<file path="config.mk">
export PLATFORM = sky130hd
export DESIGN_NAME = ps2_rx_fifo
export DESIGN_NICKNAME = d
export VERILOG_FILES = /design/src/rtl/ps2_rx_fifo.sv
export SDC_FILE = /design/constraint.sdc
export NUM_CORES = 1
export LEC_CHECK = 0
export BUFFER_PORTS_ARGS = -buffer_cell sky130_fd_sc_hd__buf_2
export CAP_MARGIN = 20
export CORE_MARGIN = 4
export CORE_UTILIZATION = 50
export DETAILED_ROUTE_END_ITERATION = 16
export PLACE_DENSITY = 0.7
export SLEW_MARGIN = 40
export SYNTH_ARGS = -nofsm -noshare
export SYNTH_HDL_FRONTEND = slang
export SYNTH_SLANG_ARGS = --single-unit
</file>
<file path="constraint.sdc">
create_clock -name clk -period 3.3 [get_ports clk]
set_clock_uncertainty 0.15 [all_clocks]
set_input_delay 0.165 -clock clk [delete_from_list [all_inputs] [get_ports clk]]
set_output_delay 0.165 -clock clk [all_outputs]
set_load 0.02 [all_outputs]
</file>
<file path="src/rtl/ps2_rx_fifo.sv">
// PS/2 device-to-host frame receiver: synchronise and glitch-filter the raw lines,
// deserialise start/data/parity/stop frames and buffer good words in a show-ahead FIFO.
module ps2_rx_fifo #(
    parameter int DATA_BITS   = 8,
    parameter int FIFO_DEPTH  = 4,
    parameter int SYNC_STAGES = 2,
    parameter int FILT_LEN    = 4,
    parameter int TIMEOUT_CYC = 50000
) (
    input  logic                          clk,
    input  logic                          resetN,
    input  logic                          kbd_clk,
    input  logic                          kbd_dat,
    input  logic                          rd_en,
    output logic [DATA_BITS-1:0]          dout,
    output logic                          dout_valid,
    output logic [$clog2(FIFO_DEPTH):0]   fifo_count,
    output logic                          busy,
    output logic                          parity_err,
    output logic                          frame_err,
    output logic                          overflow
);

    localparam int BIT_W   = $clog2(DATA_BITS + 3);
    localparam int TIMER_W = $clog2(TIMEOUT_CYC + 1);
    localparam int FILT_W  = $clog2(FILT_LEN + 1);
    localparam int PTR_W   = $clog2(FIFO_DEPTH);
    localparam int CNT_W   = PTR_W + 1;

    localparam logic [BIT_W-1:0]   LAST_SHIFT   = BIT_W'(DATA_BITS + 1);
    localparam logic [TIMER_W-1:0] TIMEOUT_LAST = TIMER_W'(TIMEOUT_CYC);
    localparam logic [FILT_W-1:0]  FILT_LAST    = FILT_W'(FILT_LEN - 1);
    localparam logic [CNT_W-1:0]   DEPTH_C      = CNT_W'(FIFO_DEPTH);

    typedef enum logic [1:0] {IDLE, SHIFT, CHECK} state_t;

    // Synchronisers idle high, matching the released PS/2 bus.
    logic [SYNC_STAGES-1:0] clk_sync, dat_sync;
    logic                   clk_s, dat_s;

    always_ff @(posedge clk or negedge resetN) begin
        if (!resetN) begin
            clk_sync <= '1;
            dat_sync <= '1;
        end else begin
            // NOTE: non-blocking assignments let every stage sample its predecessor's old value.
            for (int i = SYNC_STAGES - 1; i > 0; i--) begin
                clk_sync[i] <= clk_sync[i-1];
                dat_sync[i] <= dat_sync[i-1];
            end
            clk_sync[0] <= kbd_clk;
            dat_sync[0] <= kbd_dat;
        end
    end

    assign clk_s = clk_sync[SYNC_STAGES-1];
    assign dat_s = dat_sync[SYNC_STAGES-1];

    // fclk follows clk_s only after FILT_LEN consecutive differing samples.
    logic              fclk;
    logic [FILT_W-1:0] filt_cnt;
    logic              filt_done, sample_evt;

    assign filt_done  = (clk_s != fclk) && (filt_cnt == FILT_LAST);
    assign sample_evt = filt_done && fclk;

    always_ff @(posedge clk or negedge resetN) begin
        if (!resetN) begin
            fclk     <= 1'b1;
            filt_cnt <= '0;
        end else if (clk_s == fclk) begin
            filt_cnt <= '0;
        end else if (filt_done) begin
            fclk     <= clk_s;
            filt_cnt <= '0;
        end else begin
            filt_cnt <= filt_cnt + 1'b1;
        end
    end

    // Frame FSM
    state_t               state, state_n;
    logic [BIT_W-1:0]     bit_cnt, bit_cnt_n;
    logic [TIMER_W-1:0]   timer, timer_n;
    logic [DATA_BITS:0]   shreg, shreg_n;
    logic                 stop_bit, stop_bit_n;

    always_ff @(posedge clk or negedge resetN) begin
        if (!resetN) begin
            state    <= IDLE;
            bit_cnt  <= '0;
            timer    <= '0;
            shreg    <= '0;
            stop_bit <= 1'b0;
        end else begin
            state    <= state_n;
            bit_cnt  <= bit_cnt_n;
            timer    <= timer_n;
            shreg    <= shreg_n;
            stop_bit <= stop_bit_n;
        end
    end

    always_comb begin
        // NOTE: every target gets a default first, so no path can infer a latch.
        state_n    = state;
        bit_cnt_n  = bit_cnt;
        timer_n    = timer;
        shreg_n    = shreg;
        stop_bit_n = stop_bit;
        unique case (state)
            IDLE: begin
                if (sample_evt && !dat_s) begin
                    bit_cnt_n = '0;
                    timer_n   = '0;
                    state_n   = SHIFT;
                end
            end
            SHIFT: begin
                if (timer == TIMEOUT_LAST) begin
                    state_n = IDLE;
                end else if (sample_evt) begin
                    timer_n   = '0;
                    bit_cnt_n = bit_cnt + 1'b1;
                    // The stop bit is held apart so data and parity stay aligned in shreg.
                    if (bit_cnt == LAST_SHIFT) begin
                        stop_bit_n = dat_s;
                        state_n    = CHECK;
                    end else begin
                        shreg_n = {dat_s, shreg[DATA_BITS:1]};
                    end
                end else begin
                    timer_n = timer + 1'b1;
                end
            end
            CHECK:   state_n = IDLE;
            default: state_n = IDLE;
        endcase
    end

    logic in_check, frame_ok, full, pop, push;

    assign in_check   = (state == CHECK);
    assign frame_ok   = stop_bit && (^shreg);
    assign full       = (fifo_count == DEPTH_C);
    assign pop        = rd_en && dout_valid;
    assign push       = in_check && frame_ok && (!full || pop);

    assign busy       = (state != IDLE);
    assign parity_err = in_check && stop_bit && !(^shreg);
    assign frame_err  = (in_check && !stop_bit) || ((state == SHIFT) && (timer == TIMEOUT_LAST));
    assign overflow   = in_check && frame_ok && full && !pop;

    // Show-ahead FIFO
    logic [DATA_BITS-1:0] mem [FIFO_DEPTH];
    logic [PTR_W-1:0]     wr_ptr, rd_ptr;

    // NOTE: storage has no reset; the empty count masks stale contents on dout.
    always_ff @(posedge clk) begin
        if (push) mem[wr_ptr] <= shreg[DATA_BITS-1:0];
    end

    always_ff @(posedge clk or negedge resetN) begin
        if (!resetN) begin
            wr_ptr     <= '0;
            rd_ptr     <= '0;
            fifo_count <= '0;
        end else begin
            if (push) wr_ptr <= wr_ptr + 1'b1;
            if (pop)  rd_ptr <= rd_ptr + 1'b1;
            if (push && !pop)      fifo_count <= fifo_count + 1'b1;
            else if (pop && !push) fifo_count <= fifo_count - 1'b1;
        end
    end

    assign dout_valid = (fifo_count != '0);
    assign dout       = dout_valid ? mem[rd_ptr] : '0;

endmodule

</file>
==> run_results.csv <==
group,metric,value,unit
routing,viasPerCell,5.81,
final_layout,multi_input_area,0.00160,mm²
global_route,grt_pass1_vias,2323,
routing,wl_per_cell,16.2,µm
worst_setup_path,start_kind,"flip-flop",
routing,drc,0,
final_layout,antenna_cells,0,
final_layout,regArea,0.00214,mm²
yosys,synth_top_area_cell,"dfrtp_1",
floorplan,die_area,0.00917,mm²
final_layout,fin_nets,327,
yosys,synth_most_common_cell,"dfrtp_1",
global_route,met1_usage,20.6,%
clock_tree,cts_buffers,9,
final_layout,drive_gt1_share,20.9,%
floorplan,core_area,0.00737,mm²
worst_setup_path,cp_data_arrival_time,2.78,ns
timing,fmax,372,MHz
timing,worst_slew_pin_slew,0.627,ns
floorplan,ios,21,
yosys,syn_area,0.00385,mm²
final_layout,stdcell_area,0.00427,mm²
worst_setup_path,cp-end-kind,"flip-flop",
placement,routabilityCongestion,0.785,
placement,placed_area,0.00403,mm²
power,irDropWorstVdd,0.000334,V
global_route,use_met2,27.3,%
worst_setup_path,worstSetupPathType,"reg -> reg",
power,power.switching,638,µW
clock_tree,clk_latency,0.35,ns
worst_setup_path,path_max_fanout,7,
clock_tree,htreeDepth,3,
placement,port_buffers,20,
hold_path,hp-class,"in -> async",
routing,first_pass_iters,4,
yosys,synth_nets,302,
global_route,grt_use_total,16.3,%
routing,drt_iter0_markers,100,
power,switching_share,29.1,%
global_route,grt_max_degree,48,
power,pwr-share-comb,15.3,%
global_route,globalRoute.totalOverflow,0,
yosys,netlist.area_leader.share,27.3,%
final_layout,num-fill-cells,605,
timing,setup_tns,0,ns
yosys,synth-seq-cells,79,
power,p_int,1.56,mW
routing,ant_nets,0,
placement,dp_hpwl,4.56,mm
flow_run,drv_cap,0,
yosys,synth_enable_flop_cells,32,
timing,hold_viol_final,0,
worst_setup_path,worstPathCellList,"xor2_1 > xnor3_1 > mux2_4 > ha_1 > inv_1 > fa_1 > mux2_2",
worst_setup_path,r2r_slack,0.61,ns
power,power.density,514,mW/mm²
floorplan,fp-row-count,31,
clock_tree,clk_pin_slew_worst_paths,0.08,ns
power,finalPower,2.20,mW
power,p_seq_share,51.5,%
worst_setup_path,worstSetupEndpoint,"fifo_count[1]",
yosys,ys_warn_count,0,
worst_setup_path,r2r_end,"fifo_count[1]",
clock_tree,tritoncts,"built",
timing,fin_crit,2.69,ns
floorplan,start_util,52.3,%
final_layout,syn_to_final_growth,10.9,%
worst_setup_path,slowest_stage,"xnor3_1",
yosys,ys_async_sr_fraction,59.5,%
yosys,synth_cell_types,60,
worst_setup_path,crit_family,"XOR/XNOR gates",
worst_setup_path,r2r_cells,7,
timing,maxSlewViolCount,0,
power,p_leak,1.83,nW
yosys,ys_top_cells_by_count,"dfrtp_1 (42), edfxtp_1 (32), and2_1 (13), inv_1 (13), and3_1 (11)",
worst_setup_path,cp.required,3.39,ns
power,pwr-share-clk,33.2,%
worst_setup_path,crit_start,"shreg[5]",
clock_tree,cts_buffer_depth,2,
global_route,use_met3,4.22,%
routing,vias,2413,
worst_setup_path,critPathMaxStageDelay,0.48,ns
clock_tree,cts.sinks,79,
timing,rsz0062_at_grt,"false",
global_route,busiest_layer,"met2",
timing,finalCritPeriodShare,81.5,%
routing,wirelength,6.71,mm
yosys,ys_seq_area_share,55.6,%
timing,max_slew_margin,58.2,%
global_route,antenna_found_initial,0,
yosys,syn_inst,286,
global_route,grt_pass1_wl,11.2,mm
worst_setup_path,rr_startpoint,"shreg[5]",
worst_setup_path,crit_cells,7,
worst_setup_path,worst-path-buf-inv,1,
clock_tree,cts_resized,0,
final_layout,post-route-util,58.0,%
floorplan,die_w,95.8,µm
timing,setup_viol,0,
floorplan,fp.dieH,95.8,µm
clock_tree,cts-root-buf,"clkbuf_8",
status,status,"finished, final reports clean",
yosys,syn_area_per_cell,13.5,µm²
yosys,synth_ff_type,"dfrtp_1",
yosys,post_synth_main_area_contributors,"dfrtp_1 (27%), edfxtp_1 (25%), mux4_2 (4.7%)",
## through the flow
step,hold WS [ns],instances,setup slack [ns]
5_1_grt,0.220,415,0.456
3_5_place_dp,0.0701,395,0.623
2_1_floorplan,-0.281,286,0.748
4_1_cts,0.214,415,0.597
6_report,0.210,415,0.611
3_3_place_gp,0.120,395,0.666
## layout by cell type (no fill, tap or decap), types with 3 or more instances in the layout
cell           synthesis  final
nand4_1                9      9
edfxtp_1              32     32
dfrtp_1               42     42
xor2_1                 4      4
buf_2                  3     19
or4_1                  3      3
nor3b_1                3      3
nor4_1                 6      6
ha_1                  10     10
mux2_2                 3      3
nor2_1                 5      5
dlygate4sd3_1          0      4
and3_1                11     11
nor2b_1                3      3
dfstp_2                5      5
and2_1                13     13
mux4_2                 8      8
clkbuf_8               0      9
nand2_1                7      7
nand3_1               10     10
nor3_1                 6      6
and4_1                 4      4
buf_4                  0      3
o211ai_1               7      7
mux2_1                 9      9
a211o_1                8      8
inv_1                 13     13
xnor2_1                7      7
o21ai_0                4      4
## logic make-up (layout without fill, tap and decap cells)
family | Yosys count | after routing | share of synthesized area [%]
muxes | 22 | 22 | 8.96
and+or+nand+nor | 99 | 99 | 17.4
xor gates and xnor gates | 13 | 13 | 3.67
DFF | 79 | 79 | 55.6
AOI/OAI and AO/OA | 37 | 37 | 7.63
adders and majority gates | 11 | 11 | 3.77
buffers and inverters | 25 | 55 | 2.96
## power groups by stage
stage | clock network, mW | logic (mW) | registers (mW)
after global placement | 0 | 0.329 | 1.15
after detailed placement | 0 | 0.331 | 1.15
final | 0.729 | 0.336 | 1.13
after CTS | 0.752 | 0.336 | 1.13
after floorplan | 0 | 0.247 | 1.14
after global routing | 0.800 | 0.371 | 1.14
## per-layer routing
layer | up-vias | share of wire (%)
met1 | 1219 | 43
met5 | - | 0
met4 | 0 | 1.4
met3 | 10 | 3.4
li1 | 1147 | -
met2 | 37 | 52
## timing repair
item / in CTS / in global routing
endpoints found under the hold margin: 46 / 0
hold buffers: 4 / 0
buffers inserted: 0 / 0
## final cells by class
| cell class | instances | share of cell area, % |
|---|---|---|
| Timing Repair Buffer | 26 | 3.69 |
| Tap cell | 99 | 2.90 |
| Clock buffer | 9 | 2.90 |
| Multi-Input combinational cell | 182 | 37.3 |
| Inverter | 13 | 1.14 |
| Sequential cell | 79 | 50.2 |
| Clock inverter | 7 | 1.87 |
## flip-flops by register name, indices dropped and copies added, names as in the netlist
name        cells
filt_cnt        3
bit_cnt         4
state           2
mem            32
dat_sync        2
wr_ptr          2
timer          16
clk_sync        2
fifo_count      3
fclk            1
rd_ptr          2
shreg           9
stop_bit        1
## worst min path at each step
| stage | startpoint | cells past startpoint | end | slack (ns) |
|---|---|---|---|---|
| 2_1_floorplan | resetN | 0 | bit_cnt[0] | -0.28 |
| 3_3_place_gp | kbd_dat | 1 | dat_sync[0] | 0.12 |
| 3_5_place_dp | resetN | 1 | filt_cnt[1] | 0.07 |
| 4_1_cts | clk_sync[0] | 0 | clk_sync[1] | 0.21 |
| 5_1_grt | clk_sync[0] | 0 | clk_sync[1] | 0.22 |
| 6_report | resetN | 2 | filt_cnt[1] | 0.21 |
Note: power is estimated with default switching activity, not from simulation.
